<file path="src/rtl/spdif_subframe_sequencer.sv">
// -----------------------------------------------------------------------------
// spdif_subframe_sequencer
//
// Assembles S/PDIF subframes from a stream of classified biphase intervals.
// An upstream slicer measures each interval and reports it as 1, 2 or 3 UI
// (UI = half a bit cell). This block finds the preamble (B, M or W), decodes
// the 28 data cells that follow, checks even parity, and presents the result
// on registered outputs. It also tracks lock and flags protocol errors and
// loss of signal.
//
// Interval symbols: 1 UI = zero_i, 2 UI = one_i, 3 UI = head_i.
// Cell decoding:    one 2-UI interval = bit 0, two 1-UI intervals = bit 1.
// Preambles:        B = 3,1,1,3   M = 3,3,1,1   W = 3,2,1,2
//
// Parameters
//   LOCK_CNT  consecutive good subframes before lock_o rises (1..15)
//   TIMEOUT   clk_i cycles without ena_i before a loss of signal (2..255)
//
// Ports
//   clk_i     clock, rising edge
//   nrst_i    asynchronous active-low reset
//   ena_i     one-cycle strobe: an interval has ended, class inputs valid
//   zero_i    interval class 1 UI
//   one_i     interval class 2 UI
//   head_i    interval class 3 UI
//   sample_o  subframe slots 4..27 (LSB = slot 4)
//   v_o/u_o/c_o  validity / user / channel-status bits (slots 28..30)
//   ch_o      0 = channel A (B or M preamble), 1 = channel B (W preamble)
//   blk_o     1 = subframe started with a B preamble
//   valid_o   one-cycle strobe: new error-free subframe on the data outputs
//   err_o     one-cycle strobe: protocol, parity or timeout error
//   lock_o    level: LOCK_CNT good subframes in a row with no error
// -----------------------------------------------------------------------------
module spdif_subframe_sequencer #(
  parameter int LOCK_CNT = 4,
  parameter int TIMEOUT  = 32
) (
  input  logic        clk_i,
  input  logic        nrst_i,
  input  logic        ena_i,
  input  logic        zero_i,
  input  logic        one_i,
  input  logic        head_i,
  output logic [23:0] sample_o,
  output logic        v_o,
  output logic        u_o,
  output logic        c_o,
  output logic        ch_o,
  output logic        blk_o,
  output logic        valid_o,
  output logic        err_o,
  output logic        lock_o
);

  typedef enum logic [1:0] {
    S_HUNT,  // waiting for a 3-UI interval
    S_PRE,   // collecting the remaining preamble intervals
    S_DATA,  // at a cell boundary
    S_HALF   // one 1-UI interval of a '1' cell seen
  } state_t;

  // Which preamble the second interval committed us to.
  typedef enum logic [1:0] {
    PK_B,
    PK_M,
    PK_W
  } pre_kind_t;

  localparam logic [4:0] SLOT_LAST = 5'd27;
  localparam logic [7:0] WDOG_LAST = 8'(TIMEOUT - 1);
  localparam logic [7:0] WDOG_MAX  = 8'(TIMEOUT);
  localparam logic [3:0] LOCK_MAX  = 4'(LOCK_CNT);

  // ---------------------------------------------------------------------------
  // State
  // ---------------------------------------------------------------------------
  state_t      state,    state_n;
  pre_kind_t   pre_kind, pre_kind_n;
  logic [1:0]  pre_idx,  pre_idx_n;   // preamble intervals collected so far
  logic [4:0]  slot_cnt, slot_n;      // data slot 0..27 (subframe slot 4..31)
  logic [27:0] shreg,    shreg_n;     // bits enter at the top, slot 4 ends at [0]
  logic        cand_ch,  cand_ch_n;
  logic        cand_blk, cand_blk_n;
  logic [7:0]  wdog,     wdog_n;
  logic [3:0]  good_cnt, good_n;

  // ---------------------------------------------------------------------------
  // Interval classification
  // ---------------------------------------------------------------------------
  logic [2:0] cls;
  logic       is_1ui, is_2ui, is_3ui, class_ok;

  assign cls      = {head_i, one_i, zero_i};
  assign is_1ui   = (cls == 3'b001);
  assign is_2ui   = (cls == 3'b010);
  assign is_3ui   = (cls == 3'b100);
  assign class_ok = is_1ui | is_2ui | is_3ui;

  // ---------------------------------------------------------------------------
  // Next-state logic
  // ---------------------------------------------------------------------------
  logic proto_err, tmo_err, shift_en, shift_bit, frame_done, parity_bad;
  logic pre_match;
  logic valid_n, err_n;

  // NOTE: every signal written here gets a default first; a path that leaves
  // one unassigned would infer a latch.
  always_comb begin
    state_n    = state;
    pre_kind_n = pre_kind;
    pre_idx_n  = pre_idx;
    slot_n     = slot_cnt;
    shreg_n    = shreg;
    cand_ch_n  = cand_ch;
    cand_blk_n = cand_blk;
    proto_err  = 1'b0;
    tmo_err    = 1'b0;
    shift_en   = 1'b0;
    shift_bit  = 1'b0;
    frame_done = 1'b0;
    pre_match  = 1'b0;

    if (ena_i) begin
      unique case (state)
        S_HUNT: begin
          if (!class_ok) begin
            proto_err = 1'b1;
          end else if (is_3ui) begin
            state_n   = S_PRE;
            pre_idx_n = 2'd1;
          end
        end

        S_PRE: begin
          if (!class_ok) begin
            proto_err = 1'b1;
          end else begin
            case (pre_idx)
              2'd1: begin
                // Second interval selects the preamble: 1 -> B, 2 -> W, 3 -> M.
                pre_idx_n = 2'd2;
                if (is_1ui)      pre_kind_n = PK_B;
                else if (is_2ui) pre_kind_n = PK_W;
                else             pre_kind_n = PK_M;
              end
              2'd2: begin
                // Every preamble has a 1-UI third interval.
                if (is_1ui) pre_idx_n = 2'd3;
                else        proto_err = 1'b1;
              end
              default: begin
                unique case (pre_kind)
                  PK_B:    pre_match = is_3ui;
                  PK_M:    pre_match = is_1ui;
                  PK_W:    pre_match = is_2ui;
                  default: pre_match = 1'b0;
                endcase
                if (pre_match) begin
                  state_n    = S_DATA;
                  slot_n     = 5'd0;
                  cand_ch_n  = (pre_kind == PK_W);
                  cand_blk_n = (pre_kind == PK_B);
                end else begin
                  proto_err = 1'b1;
                end
              end
            endcase
          end
        end

        S_DATA: begin
          if (is_2ui) begin
            shift_en  = 1'b1;
            shift_bit = 1'b0;
          end else if (is_1ui) begin
            state_n = S_HALF;
          end else begin
            proto_err = 1'b1;
          end
        end

        S_HALF: begin
          if (is_1ui) begin
            shift_en  = 1'b1;
            shift_bit = 1'b1;
            state_n   = S_DATA;
          end else begin
            proto_err = 1'b1;
          end
        end
      endcase
    end else if (state != S_HUNT && wdog == WDOG_LAST) begin
      tmo_err = 1'b1;
      state_n = S_HUNT;
    end

    if (shift_en) begin
      shreg_n = {shift_bit, shreg[27:1]};
      if (slot_cnt == SLOT_LAST) begin
        frame_done = 1'b1;
        state_n    = S_HUNT;
      end else begin
        slot_n = slot_cnt + 5'd1;
      end
    end

    // A lone 3-UI interval that breaks the current frame is most likely the
    // start of the next preamble, so restart collection instead of hunting.
    if (proto_err) begin
      if (is_3ui) begin
        state_n   = S_PRE;
        pre_idx_n = 2'd1;
      end else begin
        state_n = S_HUNT;
      end
    end
  end

  // Slots 4..31 must XOR to zero; only meaningful when a frame completes.
  assign parity_bad = ^shreg_n;
  assign valid_n    = frame_done & ~parity_bad;
  assign err_n      = proto_err | tmo_err | (frame_done & parity_bad);

  always_comb begin
    good_n = good_cnt;
    if (err_n)                               good_n = 4'd0;
    else if (valid_n && good_cnt != LOCK_MAX) good_n = good_cnt + 4'd1;
  end

  always_comb begin
    wdog_n = wdog;
    if (ena_i)                 wdog_n = 8'd0;
    else if (wdog != WDOG_MAX) wdog_n = wdog + 8'd1;
  end

  // ---------------------------------------------------------------------------
  // Registers
  // ---------------------------------------------------------------------------
  // NOTE: sequential state uses non-blocking assignments so every register
  // samples the pre-edge values regardless of statement order.
  always_ff @(posedge clk_i or negedge nrst_i) begin
    if (!nrst_i) begin
      state    <= S_HUNT;
      pre_kind <= PK_B;
      pre_idx  <= 2'd0;
      slot_cnt <= 5'd0;
      // NOTE: the shift register is cleared as well, so a frame interrupted
      // by reset leaves nothing behind that could leak into the next one.
      shreg    <= 28'd0;
      cand_ch  <= 1'b0;
      cand_blk <= 1'b0;
      wdog     <= 8'd0;
      good_cnt <= 4'd0;
    end else begin
      state    <= state_n;
      pre_kind <= pre_kind_n;
      pre_idx  <= pre_idx_n;
      slot_cnt <= slot_n;
      shreg    <= shreg_n;
      cand_ch  <= cand_ch_n;
      cand_blk <= cand_blk_n;
      wdog     <= wdog_n;
      good_cnt <= good_n;
    end
  end

  // Outputs. lock_o is derived from the next counter value so it falls in
  // the same cycle as err_o and rises with the LOCK_CNT-th valid_o.
  always_ff @(posedge clk_i or negedge nrst_i) begin
    if (!nrst_i) begin
      sample_o <= 24'd0;
      v_o      <= 1'b0;
      u_o      <= 1'b0;
      c_o      <= 1'b0;
      ch_o     <= 1'b0;
      blk_o    <= 1'b0;
      valid_o  <= 1'b0;
      err_o    <= 1'b0;
      lock_o   <= 1'b0;
    end else begin
      valid_o <= valid_n;
      err_o   <= err_n;
      lock_o  <= (good_n == LOCK_MAX);
      if (valid_n) begin
        sample_o <= shreg_n[23:0];
        v_o      <= shreg_n[24];
        u_o      <= shreg_n[25];
        c_o      <= shreg_n[26];
        ch_o     <= cand_ch;
        blk_o    <= cand_blk;
      end
    end
  end

endmodule

</file>
<file path="config.mk">
export PLATFORM = sky130hd
export DESIGN_NAME = spdif_subframe_sequencer
export DESIGN_NICKNAME = d
export VERILOG_FILES = /design/src/rtl/spdif_subframe_sequencer.sv
export SDC_FILE = /design/constraint.sdc
export NUM_CORES = 1
export LEC_CHECK = 0
export ABC_AREA = 1
export CAP_MARGIN = 20
export CORE_MARGIN = 4
export CORE_UTILIZATION = 52
export CTS_BUF_LIST = sky130_fd_sc_hd__clkbuf_16
export DETAILED_ROUTE_END_ITERATION = 8
export PLACE_DENSITY = 0.72
export SYNTH_ARGS = -nofsm -noshare
export SYNTH_HDL_FRONTEND = slang
export SYNTH_SLANG_ARGS = --single-unit
</file>
<file path="constraint.sdc">
create_clock -name clk_i -period 3.2 [get_ports clk_i]
set_input_delay 0.32 -clock clk_i [delete_from_list [all_inputs] [get_ports clk_i]]
set_output_delay 0.32 -clock clk_i [all_outputs]
set_load 0.03 [all_outputs]
</file>
-- Word level (Yosys, flattened, before mapping)
Index checks and enable logic that the tools add are counted.
Widths: inputs -> output; s select.
- input port bits: 6
- register bits after elaboration: 85
- add/subtract/negate cells: 3
- bitwise gates (word level): 8
- equality and inequality tests: 15
- reductions and logical operators: 10
- muxes and demuxes: 61
- operators by type and width (kind ; count):
    $mux 2 ; 22
    $mux 5 ; 7
    $mux 28 ; 1
    $reduce_xor 28->1 ; 1
    $mux 1 ; 20
    $mux 8 ; 2
    $add 8x1->8 const B ; 1
    $eq 2x2->1 const B ; 4
    $eq 8x5->1 const B ; 1
    $mux 4 ; 2
    $ne 8x6->1 const B ; 1
    $pmux 2 s2 ; 2
    $pmux 2 s4 ; 1
    $eq 2x1->1 const B ; 3
    $add 5x1->5 const B ; 1
    $eq 5x5->1 const B ; 1
    $reduce_and 5->1 ; 1
    $add 4x1->4 const B ; 1
    $eq 4x3->1 const B ; 1
    $logic_not 2->1 ; 2
    $ne 4x3->1 const B ; 1
    $or 1x1->1 ; 4
    $pmux 1 s2 ; 2
    $pmux 1 s4 ; 1
    other kinds (10) ; 14

-- Logic depth before layout (Yosys ltp)
Gate-level depths: netlist (run 1).
- word-level depth: 15
- mapped depth: 27
- gate-level depth less buffers: 25

-- Least setup slack after synthesis (run 1)
OpenSTA, ideal clock, no wires.
- path kind: flip-flop to flip-flop
- start: reg state[0]
- end: reg sample_o[22]
- path slack: 0.700 ns
- path buffers: 4
- data arrival time: 2.376 ns
- period minus slack after synthesis: 2.500 ns
- cell stages (with the launch flop): 25
- path through: dfrtp_1 -> buf_6 -> inv_2 -> nand2_1 -> nor2_2 -> nand2_4 -> nand2_8 -> buf_6 -> nand2_1 -> o21ai_1 -> nand2_1 -> nand2_1 -> inv_1 -> nand2_1 -> nand3_1 -> nand2_1 -> nand2_1 -> nand2_1 -> nand3_1 -> nand2_4 -> nand2_2 -> buf_6 -> buf_8 -> nand2_2 -> o21ai_2
- cells in the longest elaborated chain, start to end: 7
- elaborated cells between the ends (all ways): 11
- RTL lines (what ; RTL line ; RTL):
    from (decl) ; 77 ; state_t state, state_n;
    from (signal assigned) ; 255 ; state <= state_n;
    $eq 2x2->1 ; 124 ; unique case (state)
    $pmux 1 s2 / $mux 1 (equally long branches) ; -- ;
    $mux 1 ; 123 ; if (ena_i) begin
    $mux 28 ; 197 ; if (shift_en) begin
    $reduce_xor 28->1 ; 220 ; assign parity_bad = ^shreg_n;
    $not 1->1 ; 221 ; assign valid_n = frame_done & ~parity_bad;
    $and 1x1->1 ; 221 ;
    to (signal assigned) ; 285 ; sample_o <= shreg_n[23:0];
    to (decl) ; 44 ; output logic [23:0] sample_o,
Parallel ways exist; a longest one is shown, timed or not.
A chain may end at the register's enable or synchronous reset.

-- Final worst setup path (run 1)
- start: in zero_i
- end: reg sample_o[1]
- cells in the longest elaborated chain, start to end: 8
- elaborated cells between the ends (all ways): 13
- RTL lines (what ; RTL line ; RTL):
    from (decl) ; 41 ; input logic zero_i,
    $eq 3x1->1 / $eq 3x2->1 (equally long branches) ; 94, 95 ;
    $mux 1, on equally long branches ; 183, 172 ;
    $pmux 1 s2 * ; 124 ;
    $mux 1 * ; 123 ;
    $mux 28 * ; 197 ;
    net shreg_n[13] ; 81 ; logic [27:0] shreg, shreg_n;
    $reduce_xor 28->1 * ; 220 ;
    $not 1->1 * ; 221 ;
    $and 1x1->1 * ; 221 ;
Mark *: on every way through the listed nets, which the timed path passes. The rest lies on a longest branch.

==> impl_metrics.csv, run 1 <==
group,metric,value,unit
clocking,tritoncts,"built",
routing,ant_nets,0,
critical_path,end_kind,"register",
cells_and_area,layout-drive-gt1-share,0.122,
cells_and_area,finish.instance_area,5610,um2
yosys,synth_top_area_frac,0.443,
floorplanning,die_h,104,um
clocking,clockBufferDepth,2,
clocking,cts_buffers,9,
sta,setup_viol,0,
cells_and_area,final_common_cell,"nand2_1",
sta,hold_viol,0,
yosys,yosys_warnings,0,
job,drv_cap,0,
cells_and_area,nFillCells,766,
clocking,cts_root_buf,"clkbuf_16",
yosys,synth.largest_area_cell,"dfrtp_1",
floorplanning,core_area,8850,um2
sta,fin_crit,2860,ps
yosys,synth_cell_types,33,
yosys,syn_area_per_cell,7.51,um2
sta,period_share,0.893,
critical_path,critical_path_class,"input port to register",
global_route,grt.overflow.total,0,
pwr,vdd_drop_max,0.000365,V
routing,avgRoutedWirePerCell,12.6,um
cells_and_area,layout.nets,697,
floorplanning,placementRows,34,
cells_and_area,layout.cells.non_filler,796,
critical_path,cp-start-kind,"input port",
routing,drtIter0Drc,148,
sta,fin_tns_setup,0,ps
clocking,clock_sinks,85,
routing,drtPass1Iterations,6,
sta,worst_pin_slew,684,ps
critical_path,arrival,3110,ps
clocking,htreeDepth,3,
global_route,grt_max_degree,44,
global_route,grtUsageTotal,0.194,
floorplanning,fp.dieArea,10800,um2
critical_path,critPathMaxFanout,34,
routing,wirelength,10000,um
yosys,synth_xor_xnor_area_share,0.00730,
yosys,synth_nets,653,
clocking,clkSlewWorstSetupHoldPaths,60,ps
yosys,synth_compound_area_frac,0.120,
routing,drc,0,
floorplanning,io_pins,38,
floorplanning,initial_core_util,0.542,
yosys,synth.area.top_cells,"dfrtp_1, nand2_1, inv_1, nand3_1, o21ai_1",
floorplanning,die_w,104,um
routing,vias,4130,
global_route,grt_pass1_wl,17500,um
clocking,postCtsSetupBuffers,0,
yosys,synth.yosys.seq_area_share,0.443,
sta,rsz0062_at_grt,"no",
sta,slew_headroom,0.540,
outcome,status,"completed",
critical_path,cp.required,3450,ps
min_path,hold_class,"register to register",
sta,timing.fmax,350,MHz
placed_design,dp_hpwl,7300,um
clocking,worst_skew_pair.late_latency,330,ps
pwr,p_leak,2.86,nW
placed_design,dp_cells,778,
cells_and_area,layout_common_cells,"nand2_1, dfrtp_1, inv_1",
routing,viasPerCell,5.19,
yosys,synthMuxAreaShare,0,
yosys,synth_seq_cells,85,
global_route,grt_pass1_vias,4001,
pwr,p_per_area,738,nW/um2
yosys,syn_area,4800,um2
yosys,yosys.area_share.simple,0.304,
cells_and_area,syn2layout_area_growth,16.8,%
sta,worst_clock_skew,5.44,ps
sta,report.final.slew_viol_count,0,
placed_design,dpl_cell_area,5290,um2
placed_design,routabilityCongestion,0.855,
placed_design,io_buffers,37,
yosys,synth_top_family_by_area,"simple AND/OR/NAND/NOR gates",
yosys,netlist_instances,639,
cells_and_area,antenna_cells,0,
cells_and_area,utilization,0.634,
yosys,synthAdderAreaFrac,0.0209,
global_route,grt_antenna_before_repair,0,
==> synthesized netlist by cell type, drive strengths merged <==
library cell	count
a2111o	1
a21oi	19
a32o	1
a32oi	1
buf	20
clkbuf	1
dfrtp	85
ha	8
inv	87
nand2	248
nand3	51
nand4	8
nor2	21
nor3	5
nor3b	1
nor4	3
o2111ai	2
o21ai	70
o221ai	1
o311ai	1
or2	1
xor2	4
==> critical path: stages <==
cell             delay (ps)
clkdlybuf4s50_1         460
inv_1                    70
nand2_1                  50
nor2_2                  190
nand2_4                 140
nand2_8                 160
buf_12                  150
nand2_2                  50
nand2_2                  70
inv_2                    40
nand2_1                  70
nand2_1                  70
nand2_1                  90
inv_2                    30
nor2_1                  150
nand2_1                  90
nand2_1                  70
nand2_1                  70
nand3_1                 160
nand2_4                 100
nand2_2                 120
buf_12                  210
nand2_1                  80
o21ai_1                  80
==> metal layers <==
layer	vias to the layer above	GRT usage	share of wire
met3	23	0.0478	0.043
met2	84	0.338	0.49
met1	1896	0.229	0.45
li1	2127	-	-
met5	-	0	0
met4	0	0.0779	0.021
==> registers in the layout, indices dropped and copies added, names as in the netlist <==
signal and cells:
valid_o 1, pre_kind 2, state 2, cand_ch 1
good_cnt 4, blk_o 1, v_o 1, cand_blk 1
sample_o 24, lock_o 1, ch_o 1, slot_cnt 5
wdog 8, pre_idx 2, err_o 1, c_o 1
shreg 28, u_o 1
==> through the flow <==
| step | setup WS [ps] | total power, mW | hold WS [ps] |
|---|---|---|---|
| final | 342 | 4.14 | 485 |
| after CTS | 263 | 4.17 | 488 |
| after global routing | 14.5 | 4.50 | 507 |
| after detailed placement | -81.0 | 3.15 | 353 |
| after floorplan | 700 | 2.79 | 24.4 |
| after global placement | 6.75 | 3.07 | 341 |
==> where the power goes <==
part	internal [mW]	total, mW	switching (mW)
Combinational	0.573	1.69	1.11
Clock	0.593	0.990	0.397
Sequential	1.29	1.46	0.171
Total	2.46	4.14	1.68
==> area by class of cell <==
class	count	area [um2]	share of cell area
multi-input cells	447	2190	0.390
clock inverters	7	58.8	0.0105
repair buffers	53	548	0.0977
flip-flops and latches	85	2130	0.379
clock buffers	9	225	0.0402
inverters	87	327	0.0582
well taps	108	135	0.0241
==> logic make-up after synthesis <==
logic type	Yosys count
AOI/OAI and AO/OA	96
DFF	85
buffers and inverters	108
xor gates and xnor gates	4
and+or+nand+nor	338
adders and majority gates	8
==> final timing paths <==
check | startpoint | end | slack (ps) | depth (start not counted)
min reg2reg | sample_o[10]$_DFFE_PN0P_ | sample_o[10]$_DFFE_PN0P_ | 490 | 2
min | sample_o[10]$_DFFE_PN0P_ | sample_o[10]$_DFFE_PN0P_ | 490 | 2
max in group asynchronous | nrst_i | shreg[27]$_DFF_PN0_ | 1970 | 3
max | zero_i | sample_o[1]$_DFFE_PN0P_ | 340 | 24
min in group asynchronous | nrst_i | valid_o$_DFF_PN0_ | 510 | 2
max reg2reg | state[0]$_DFF_PN0_ | sample_o[1]$_DFFE_PN0P_ | 360 | 23
==> what timing repair did <==
item	CTS	global route
endpoints found under the setup margin	0	23
hold endpoints to repair	34	0
gates resized for setup	0	4
hold buffers	1	0
Note: power is estimated with default switching activity, not from simulation.
==> run 2, diff against run 1 <==
Settings changed: SKIP_LAST_GASP set to 1.
==> results of run 2 <==
No change in the layout: final DEF, timing and power equal those of run 1.
==> variant, RTL diff (config.mk and constraints of run 1) <==
Make the reset (`nrst_i`) synchronous in 2 clocked blocks. Comments in the files are not updated.
--- a/src/rtl/spdif_subframe_sequencer.sv
+++ b/src/rtl/spdif_subframe_sequencer.sv
@@ -238,7 +238,7 @@
   // ---------------------------------------------------------------------------
   // NOTE: sequential state uses non-blocking assignments so every register
   // samples the pre-edge values regardless of statement order.
-  always_ff @(posedge clk_i or negedge nrst_i) begin
+  always_ff @(posedge clk_i) begin
     if (!nrst_i) begin
       state    <= S_HUNT;
       pre_kind <= PK_B;
@@ -266,7 +266,7 @@
 
   // Outputs. lock_o is derived from the next counter value so it falls in
   // the same cycle as err_o and rises with the LOCK_CNT-th valid_o.
-  always_ff @(posedge clk_i or negedge nrst_i) begin
+  always_ff @(posedge clk_i) begin
     if (!nrst_i) begin
       sample_o <= 24'd0;
       v_o      <= 1'b0;
Function: differs if nrst_i is asserted again (counterexample within 4 cycles, from zero or initial values and one cycle with nrst_i low); with nrst_i held inactive, the same outputs for 4 cycles.
==> variant against run 1 <==
  * Global-route usage is 1.8 points higher
  * Sequential share of layout area decreased by 6.5 points
  * Wire length is 6.1% higher
  * Highest routed layer unchanged
  * Synthesized area fell by 4.0%
  * Sequential cell count is the same
  * Synthesized cell count rose by 12%
  * Worst hold slack got worse by 0.022 ns
  * Cell area decreased by 3.5%
  * Worst setup slack got worse by 0.078 ns
  * Cell count increased by 8.8%
Power is not compared: it rests on default switching activity, and its combinational part moved more than twofold at a synthesized area within 25%.
==> variant: results <==
metrics = {
    "status": {
        "status": "completed",
    },
    "synthesis": {
        "ys_top_cells_by_area": "dfxtp_1, nand2_1, nand3_1, inv_1, a21oi_1",
        "async_flop_share": 0,
        "ys_seq_area_frac": 0.370,
        "yosys.area_share.adder": 0.0217,
        "synthMuxAreaShare": 0,
        "synth-xor-area-share": 0.0171,
        "netlist_top_cells_count": "nand2_1, dfxtp_1, inv_1, nand3_1, nor2_1",
        "synth_compound_area_frac": 0.110,
        "syn_nets": 731,
        "syn_area_per_cell_um2": 6.42,
        "synthFlopType": "dfxtp_1",
        "yosysUniqueCellTypes": 38,
        "synth_top_area_frac": 0.370,
    },
    "clock_network": {
        "worstSkewPairLatency_ns": 0.34,
        "numCtsBuffers": 9,
        "htree_num_levels": 3,
        "clkSlewWorstSetupHoldPaths_ns": 0.06,
        "clockRootBuffer": "clkbuf_16",
        "cts_resized": 0,
    },
    "cells_and_area": {
        "diodes": 0,
        "drive_gt1_frac": 0.0726,
        "fin_cells": 866,
        "final_nets": 767,
        "reg_top3": "shreg (28), sample_o (24), wdog (8)",
    },
    "critical_path": {
        "reg2reg_slack_ns": 0.37,
        "critPathArrivalTime_ns": 3.20,
        "r2r-end": "sample_o[8]",
        "r2r_start": "state[1]",
        "crit_path_max_fanout": 33,
        "r2r_cells": 19,
        "cpPeakStageDelay_ns": 0.52,
    },
    "detailed_routing": {
        "drtIter0Drc": 198,
        "wl_um": 10600,
        "dr.pass1.iters": 5,
        "avgViaCountPerCell": 5.17,
    },
    "sta": {
        "hold_viol": 0,
        "tightest_slew_ns": 0.647,
        "fin_worst_skew_ns": 0.0108,
        "hold_ws_ns": 0.463,
    },
    "worst_hold_path": {
        "hold_end": "ch_o",
        "hold_path_startpoint": "cand_ch",
        "min-delay-path-class": "register to register",
    },
    "pwr": {
        "total_leakage_power_nw": 2.42,
    },
    "placed_design": {
        "dp_cells": 849,
        "finalWeightedCongestion": 0.913,
        "dp_hpwl_um": 7110,
    },
    "grt": {
        "gr-usage-all-layers": 0.212,
        "gr-total-overflow": 0,
        "grt_pass1_vias": 4106,
        "grt_pass1_wl_um": 18000,
        "grt_start_max_net_pins": 64,
    },
    "die": {
        "core_area_mm2": 0.00868,
    },
}
-- variant: tightest hold or removal path, stage by stage, from the launching register on --
cell	delay, ns
dfxtp_1	0.32
nand2_2	0.07
a21oi_2	0.04
-- variant: worst max path at each step --
stage | start | end | slack, ns
detailed placement | one_i | sample_o[18] | -0.11
finish | one_i | sample_o[8] | 0.26
global placement | one_i | sample_o[15] | 0.04
global route | one_i | sample_o[13] | 0.006
CTS | one_i | u_o | 0.23
floorplan | state[1] | v_o | 0.82
-- variant: cells by family (layout without fill, tap and decap cells) --
logic type,after synthesis,count (layout)
AO/OA/AOI/OAI,94,94
XOR/XNOR,9,9
adder cells (fa/ha/maj),8,8
buffers and inverters,102,142
flip-flops,85,85
AND/OR/NAND/NOR,419,420
-- variant: power by group --
part | switching, mW | total [mW] | internal (mW)
clock | 0.428 | 1.03 | 0.600
combinational | 0.0533 | 0.0796 | 0.0263
sequential | 0.00366 | 1.07 | 1.06
-- variant: cell type report --
cell class                 count  area (µm²)
clock buffer                   9         225
clock inverter                 7        67.6
fill                         817        3270
inverter                      73         274
multi-input combinational    531        2460
sequential                    85        1700
tap                          108         135
timing repair buffer          53         541
-- variant: stage by stage --
| step | utilization | area (µm²) | setup WS [ns] | power, mW |
|---|---|---|---|---|
| after global routing | 0.623 | 5410 | 0.00600 | 2.25 |
| after floorplan | - | 4600 | 0.817 | 1.14 |
| final | 0.623 | 5410 | 0.263 | 2.17 |
| after detailed placement | 0.588 | 5100 | -0.108 | 1.17 |
| after global placement | 0.588 | 5100 | 0.0408 | 1.17 |
| after CTS | 0.622 | 5400 | 0.234 | 2.19 |
-- variant: repair_timing --
item	in CTS	in global routing
hold buffers	0	0
setup endpoints to repair	0	21
setup buffers	0	0
-- variant: routing by layer --
layer	part of all wire	routed length (µm)	global-route usage	vias to the layer above
li1	-	-	-	2349
met1	0.48	5100	0.287	2005
met2	0.46	4830	0.344	106
met3	0.051	542	0.0382	15
met4	0.013	142	0.0656	0
met5	0	0	0	-
